===== src/rtl/pipe_stage_skid_reg.sv =====
// Inter-stage pipeline register with valid/ready handshake and an optional 2-entry skid buffer.
// Carries payload, PC (plus PC+8), exception code and branch-delay flag; supports bubble and redirect.
module pipe_stage_skid_reg #(
    parameter int unsigned    DATA_W     = 160,
    parameter int unsigned    PC_W       = 32,
    parameter int unsigned    EXC_W      = 5,
    parameter bit             SKID       = 1'b1,
    parameter logic [PC_W-1:0] RESET_PC   = 'h0000_3000,
    parameter logic [PC_W-1:0] HANDLER_PC = 'h0000_4180
) (
    input  logic              clk,
    input  logic              reset,
    input  logic              req,
    input  logic              clr,
    input  logic              in_valid,
    output logic              in_ready,
    input  logic [DATA_W-1:0] in_data,
    input  logic [PC_W-1:0]   in_pc,
    input  logic [EXC_W-1:0]  in_exc,
    input  logic              in_bd,
    output logic              out_valid,
    input  logic              out_ready,
    output logic [DATA_W-1:0] out_data,
    output logic [PC_W-1:0]   out_pc,
    output logic [PC_W-1:0]   out_pc8,
    output logic [EXC_W-1:0]  out_exc,
    output logic              out_bd,
    output logic [1:0]        occupancy
);

    typedef struct packed {
        logic [DATA_W-1:0] data;
        logic [PC_W-1:0]   pc;
        logic [EXC_W-1:0]  exc;
        logic              bd;
    } beat_t;

    // Encoding doubles as the occupancy count.
    typedef enum logic [1:0] {
        StEmpty = 2'd0,
        StOne   = 2'd1,
        StFull  = 2'd2
    } state_e;

    state_e state_q;
    beat_t  main_q;
    beat_t  skid_q;
    beat_t  in_beat;
    logic   push;
    logic   pop;

    assign out_valid = (state_q != StEmpty);

    // With the skid buffer, ready depends only on registered state, breaking the ready path.
    assign in_ready = SKID ? (state_q != StFull) : (!out_valid || out_ready);

    assign push = in_valid && in_ready;
    assign pop  = out_valid && out_ready;

    // A bubbled beat stays valid as a nop but keeps its PC and bd for EPC reporting.
    always_comb begin
        in_beat.data = clr ? '0 : in_data;
        in_beat.pc   = in_pc;
        in_beat.exc  = clr ? '0 : in_exc;
        in_beat.bd   = in_bd;
    end

    always_ff @(posedge clk) begin
        if (reset || req) begin
            state_q      <= StEmpty;
            main_q.data  <= '0;
            main_q.pc    <= reset ? RESET_PC : HANDLER_PC;
            main_q.exc   <= '0;
            main_q.bd    <= 1'b0;
            skid_q       <= '0;
        end else begin
            unique case (state_q)
                StEmpty: begin
                    if (push) begin
                        state_q <= StOne;
                        main_q  <= in_beat;
                    end
                end
                StOne: begin
                    if (push && pop) begin
                        main_q <= in_beat;
                    end else if (push) begin
                        state_q <= StFull;
                        skid_q  <= in_beat;
                    end else if (pop) begin
                        state_q <= StEmpty;
                    end
                end
                StFull: begin
                    if (pop) begin
                        state_q <= StOne;
                        main_q  <= skid_q;
                    end
                end
                default: state_q <= StEmpty;
            endcase
        end
    end

    assign out_data  = main_q.data;
    assign out_pc    = main_q.pc;
    assign out_pc8   = main_q.pc + PC_W'(8);
    assign out_exc   = main_q.exc;
    assign out_bd    = main_q.bd;
    assign occupancy = state_q;

endmodule

===== config.mk =====
export PLATFORM = sky130hd
export DESIGN_NAME = pipe_stage_skid_reg
export DESIGN_NICKNAME = d
export VERILOG_FILES = /design/src/rtl/pipe_stage_skid_reg.sv
export SDC_FILE = /design/constraint.sdc
export NUM_CORES = 1
export LEC_CHECK = 0
export ABC_AREA = 1
export CAP_MARGIN = 25
export CORE_MARGIN = 4
export CORE_UTILIZATION = 55
export DETAILED_ROUTE_END_ITERATION = 16
export GPL_TIMING_DRIVEN = 1
export PLACE_DENSITY = 0.88
export SETUP_SLACK_MARGIN = 0.05
export SLEW_MARGIN = 15
export SYNTH_ARGS = -nofsm -noshare
export SYNTH_HDL_FRONTEND = slang
export SYNTH_SLANG_ARGS = --single-unit
export TNS_END_PERCENT = 5

===== constraint.sdc =====
create_clock -name clk -period 3.5 [get_ports clk]
set_input_delay 0.7 -clock clk [delete_from_list [all_inputs] [get_ports clk]]
set_output_delay 0.7 -clock clk [all_outputs]
set_load 0.005 [all_outputs]

# Word level (Yosys, flattened, before mapping)
# Cells that the tools add are included.
[totals]
regBits = 398
latchBits = 0
mem_bits_rw = 0
mem_bits_ro = 0
inputBits = 204
wordCells = 48
memories = 0
[op_classes]
add_sub_neg = 1
n_mul = 0
n_div = 0
order_cmp = 0
eq_ne = 11
shift = 0
n_mux = 14
n_bitwise = 1
reduce_logical = 12
[op_table]
columns = ["cell", "count"]
rows = [
  ["2-to-1 mux 198 bit", 3],
  ["one-hot mux 198 bit (3 select lines)", 1],
  ["2-to-1 mux 160 bit", 1],
  ["2-to-1 mux 38 bit", 1],
  ["adder 32 x 4 -> 32 bit (second input constant)", 1],
  ["2-to-1 mux 15 bit", 1],
  ["!= test 3 bit (second input constant)", 4],
  ["AND reduction 4 bit", 3],
  ["2-to-1 mux 2 bit", 5],
  ["!= test 2 bit (second input constant)", 5],
  ["one-hot mux 2 bit (3 select lines)", 1],
  ["2-to-1 mux 5 bit", 1],
  ["nonzero test 4 bit", 1],
  ["logical AND 1 bit", 3],
  ["AND reduction 3 bit", 1],
  ["nonzero test 3 bit", 1],
  ["== test 2 x 1 -> 1 bit (second input constant)", 1],
  ["== test 2 bit (second input constant)", 1],
  ["zero test 2 bit", 1],
  ["nonzero test 2 bit", 1],
  ["logical OR 1 bit", 1],
  ["inverter 1 bit", 1],
]

# Longest topological paths before layout
[logic_depth]
word_depth = 6
depth_mapped = 9

# Worst setup path before layout
# OpenSTA, ideal clock, no wires.
[synth_path]
kind = "input -> register"
from = "in req"
to = "reg main_q, in the netlist out_pc[0], enable pin"
t_arrival_ps = 2031
t_required_ps = 3022
slack_ps = 991
path_stages = 5
n_path_buf = 3
cell_sequence = "nor2_1 -> buf_2 -> buf_2 -> clkbuf_1 -> nand2_1"
[synth_between]
elab_chain_len = 3
word_cells_on_any_way = 6
cone_classes = "eq/ne: 3; reduce/logical: 3"
[synth_rtl]
columns = ["item", "line", "text"]
rows = [
  ["start: declaration", "13", "input logic req,"],
  ["logical OR 1 bit (*)", "69", "if (reset || req) begin"],
  ["!= test 3 bit (no line) or nonzero test 4 bit (tied branches)", "--", ""],
  ["AND reduction 4 bit (no line) (*)", "--", ""],
  ["end signal: assignment", "81", "main_q <= in_beat;"],
  ["end signal: assignment", "86", "main_q <= in_beat;"],
  ["end signal: assignment", "97", "main_q <= skid_q;"],
  ["end: declaration", "46", "beat_t main_q;"],
]
# Mark *: on every way between the ends. The rest lies on a longest branch, timed or not.
# A chain may end at the register's enable or synchronous reset.

# Worst setup path in the final report
[layout_path]
from = "reg main_q, in the netlist out_pc[3]"
to = "out out_pc8[17]"
[layout_between]
elab_chain_len = 1
[layout_rtl]
columns = ["item", "line", "text"]
rows = [
  ["adder 32 x 4 -> 32 bit", "107", "assign out_pc8 = main_q.pc + PC_W'(8);"],
  ["end: declaration", "25", "output logic [PC_W-1:0] out_pc8,"],
]
# No other way between the ends.

==> impl_results.md <==
* Status: complete, no violations
* Initial antenna violation count at 7
* Drt pass-1 iters at 6
* Adder-cell share of the synthesized area at 0.0659%
* Post-DR vias/cell at just over 5
* Minimum clock period after layout at ~3.2 ns
* Simple-Gate Fraction of Synth Area at between 20% and 30%
* Die Area at between 0.03 and 0.04 mm2
* Power density over the cells at 421 mW/mm2
* RSZ-0062 raised after global routing: false
* FILL cells at about 2600
* Final hold violations at 0
* CP Class: flip-flop to primary output
* Routed Wire Length at just under 60000 um
* Layout cells sized above 1 at between 2 and 3%
* GRT overflow at 0
* Synth unique cells at 20
* Wire per inst at 15.2 um
* Peak VDD IR at ~0.00033 V
* Post-CTS Resized at 0
* Synth Area in Compound Gates at 12.5%
* Largest family of logic cells by synthesized area: simple AND/OR/NAND/NOR gates
* CTS HTree Levels at 2
* Largest net degree at the start of global routing at roughly 140
* Final period util at between 90 and 100%
* Clock latency on the worst-skew pair at around 0.55 ns
* CTS clk-pin slew, worst paths at 0.06 ns
* Worst Tran Pin Value at 0.829 ns
* Ys Warns at 0
* XOR/XNOR Fraction of Synth Area at less than 1%
* CP cell instances: ha_1 -> nand3_1 -> nor2_2 -> nand3_1 -> xnor2_1 -> clkdlybuf4s50_1
* Worst EP arrival at ~2.5 ns
* Post-synth EDFFs at 32
* Clk buf depth at 3
* Worst path max stage delay at roughly 0.52 ns
* Most frequent CP cell: nand3_1
* Syn_nets at about 3200
* Crit-path max FO at 6
* Critical path's slowest cell: clkdlybuf4s50_1
* CTS sink count at between 300 and 400
* First-pass GRT wire length at ~93000 um
* Fin. max-slew vios at 0
* Required @ worst endpoint at around 2.8 ns
* Layout area overhead at 30.5%
* HPWL after DPL at 39200 um
* Final setup violation count at 0
* Fin Setup TNS at 0 ns
* Chip Height at between 150 and 200 um
* Total GRT Usage at around 29%
* Synth Cell Area at ~0.019 mm2
* Hold_buf cts at 0
* Register area share after synthesis at about 44%
* Top cells by area, synth: dfxtp_1, nor2_1, nand2_1
* Share of the synthesized area in the top cell type at 38.6%
* Multi-input logic area at between 0.008 and 0.009 mm2
* DR DRC count at 0
* Gpl congestion at 0.945
* Dominant cell by count in the synthesized netlist: nor2_1
* WHS at between 0.4 and 0.5 ns
* Avg Cell Area, Syn at 6.28 um2
* Initial drt markers at roughly 1500
* Asr flop ratio synth at 0%
* Leak at between 0.01 and 0.015 uW
* Die Span X at a little under 200 um
* Final worst slack at roughly 0.28 ns
* Final nets at 3543
* TritonCTS clock tree: yes
* Max cap viols at 0
* Clk_skew at between 0.03 and 0.04 ns
* Vias at about 20000
* Type of the tightest min-delay check: flip-flop to flip-flop
* Post CTS Setup Buffer Count at 0
* Synth Flop Type: dfxtp_1
* Place WS at around 0.73 ns
* Register area at about 0.0083 mm2
* Port Buffers at ~440
* Detail Route Antenna Nets at 0
* Post-synthesis sequential element count at around 400
* Initial Util at 56.2%
* CP startpoint kind: flip-flop
* Number of global-route vias before repair at 18400
* Mux cell area share after synthesis at 0%
* Commonest cells in the netlist: nor2_1, nand2_1, inv_1
* Fmax at 0.310 GHz
* Core Footprint at approximately 0.034 mm2
* I/O Pins at roughly 440
* Critical Path Sink Type: primary output
* Slew margin rel. at roughly 45%
* Num CTS Buffers at 42
* Synth area leader: dfxtp_1
* Clock root cell: clkbuf_16
* Post-synthesis cell count at 3021
* Rows at 67
-- where the power goes --
part | switching (uW) | internal (uW) | leakage [uW]
Combinational | 701 | 667 | 0.00709
Clock | 1850 | 2380 | 0.000634
Sequential | 106 | 4720 | 0.00333
Total | 2650 | 7770 | 0.0111
-- area by class of cell --
class | count | area share [%]
Clock buffer | 63 | 4.84
Clock inverter | 13 | 0.374
Tap cell | 448 | 2.26
Multi-Input combinational cell | 1965 | 32.8
Timing Repair Buffer | 460 | 19.0
Inverter | 471 | 7.16
Antenna cell | 7 | 0.0707
Sequential cell | 398 | 33.5
-- routing by layer --
layer  part of all wire [%]  vias up  GRT usage (%)
met1                     39     8863           36.1
met3                    8.3      162           5.51
li1                       -     9657              -
met4                    5.0        0           14.8
met2                     47      877           48.7
met5                      0        -              0
-- flip-flops by register name, indices dropped and copies added (netlist names) --
| name | flops |
|---|---|
| skid_q | 198 |
| out_bd | 1 |
| out_exc | 5 |
| out_data | 160 |
| occupancy | 2 |
| out_pc | 32 |
-- worst max-delay path, delay by kind of cell, from the launching register on --
| family | cells | cell delay [ns] |
|---|---|---|
| flip-flops | 1 | 0.45 |
| XOR/XNOR | 1 | 0.15 |
| AND/OR/NAND/NOR | 3 | 0.58 |
| adder cells (fa/ha/maj) | 1 | 0.31 |
| buffers and inverters | 1 | 0.52 |
-- path summary, 6_finish.rpt --
path	start	to	slack (ns)	depth (start not counted)
max reg2reg	occupancy[1]	out_pc[12]	1.15	5
min reg2reg	skid_q[166]	skid_q[166]	0.45	2
max	out_pc[3]	out_pc8[17]	0.28	6
min	skid_q[166]	skid_q[166]	0.45	2
-- through the flow --
step	std cells	util [%]	cell area (um2)	power (uW)
finish	3825	73.3	24800	10400
global route	3825	73.3	24800	10800
CTS	3817	73.2	24700	10500
detailed placement	3741	69.4	23400	6280
floorplan	3021	-	19000	5560
global placement	3741	69.4	23400	6240
-- kinds of logic (layout without fill, tap and decap cells) --
group,count (synthesis),in the layout
and+or+nand+nor,1477,1477
buffers and inverters,658,1007
AOI/OAI and AO/OA,472,472
DFF,398,398
xor gates and xnor gates,15,15
adders and majority gates,1,1
other,0,7
-- cells in the final DEF, fill, tap and decap left out, types with 14 or more instances in the layout --
cell	count
a21oi_1	118
clkbuf_1	14
clkbuf_16	42
clkdlybuf4s50_1	436
dfxtp_1	366
edfxtp_1	32
inv_1	470
nand2_1	688
nand3_1	17
nor2_1	767
o21ai_0	351
No activity file was read; power rests on OpenSTA's default activity.
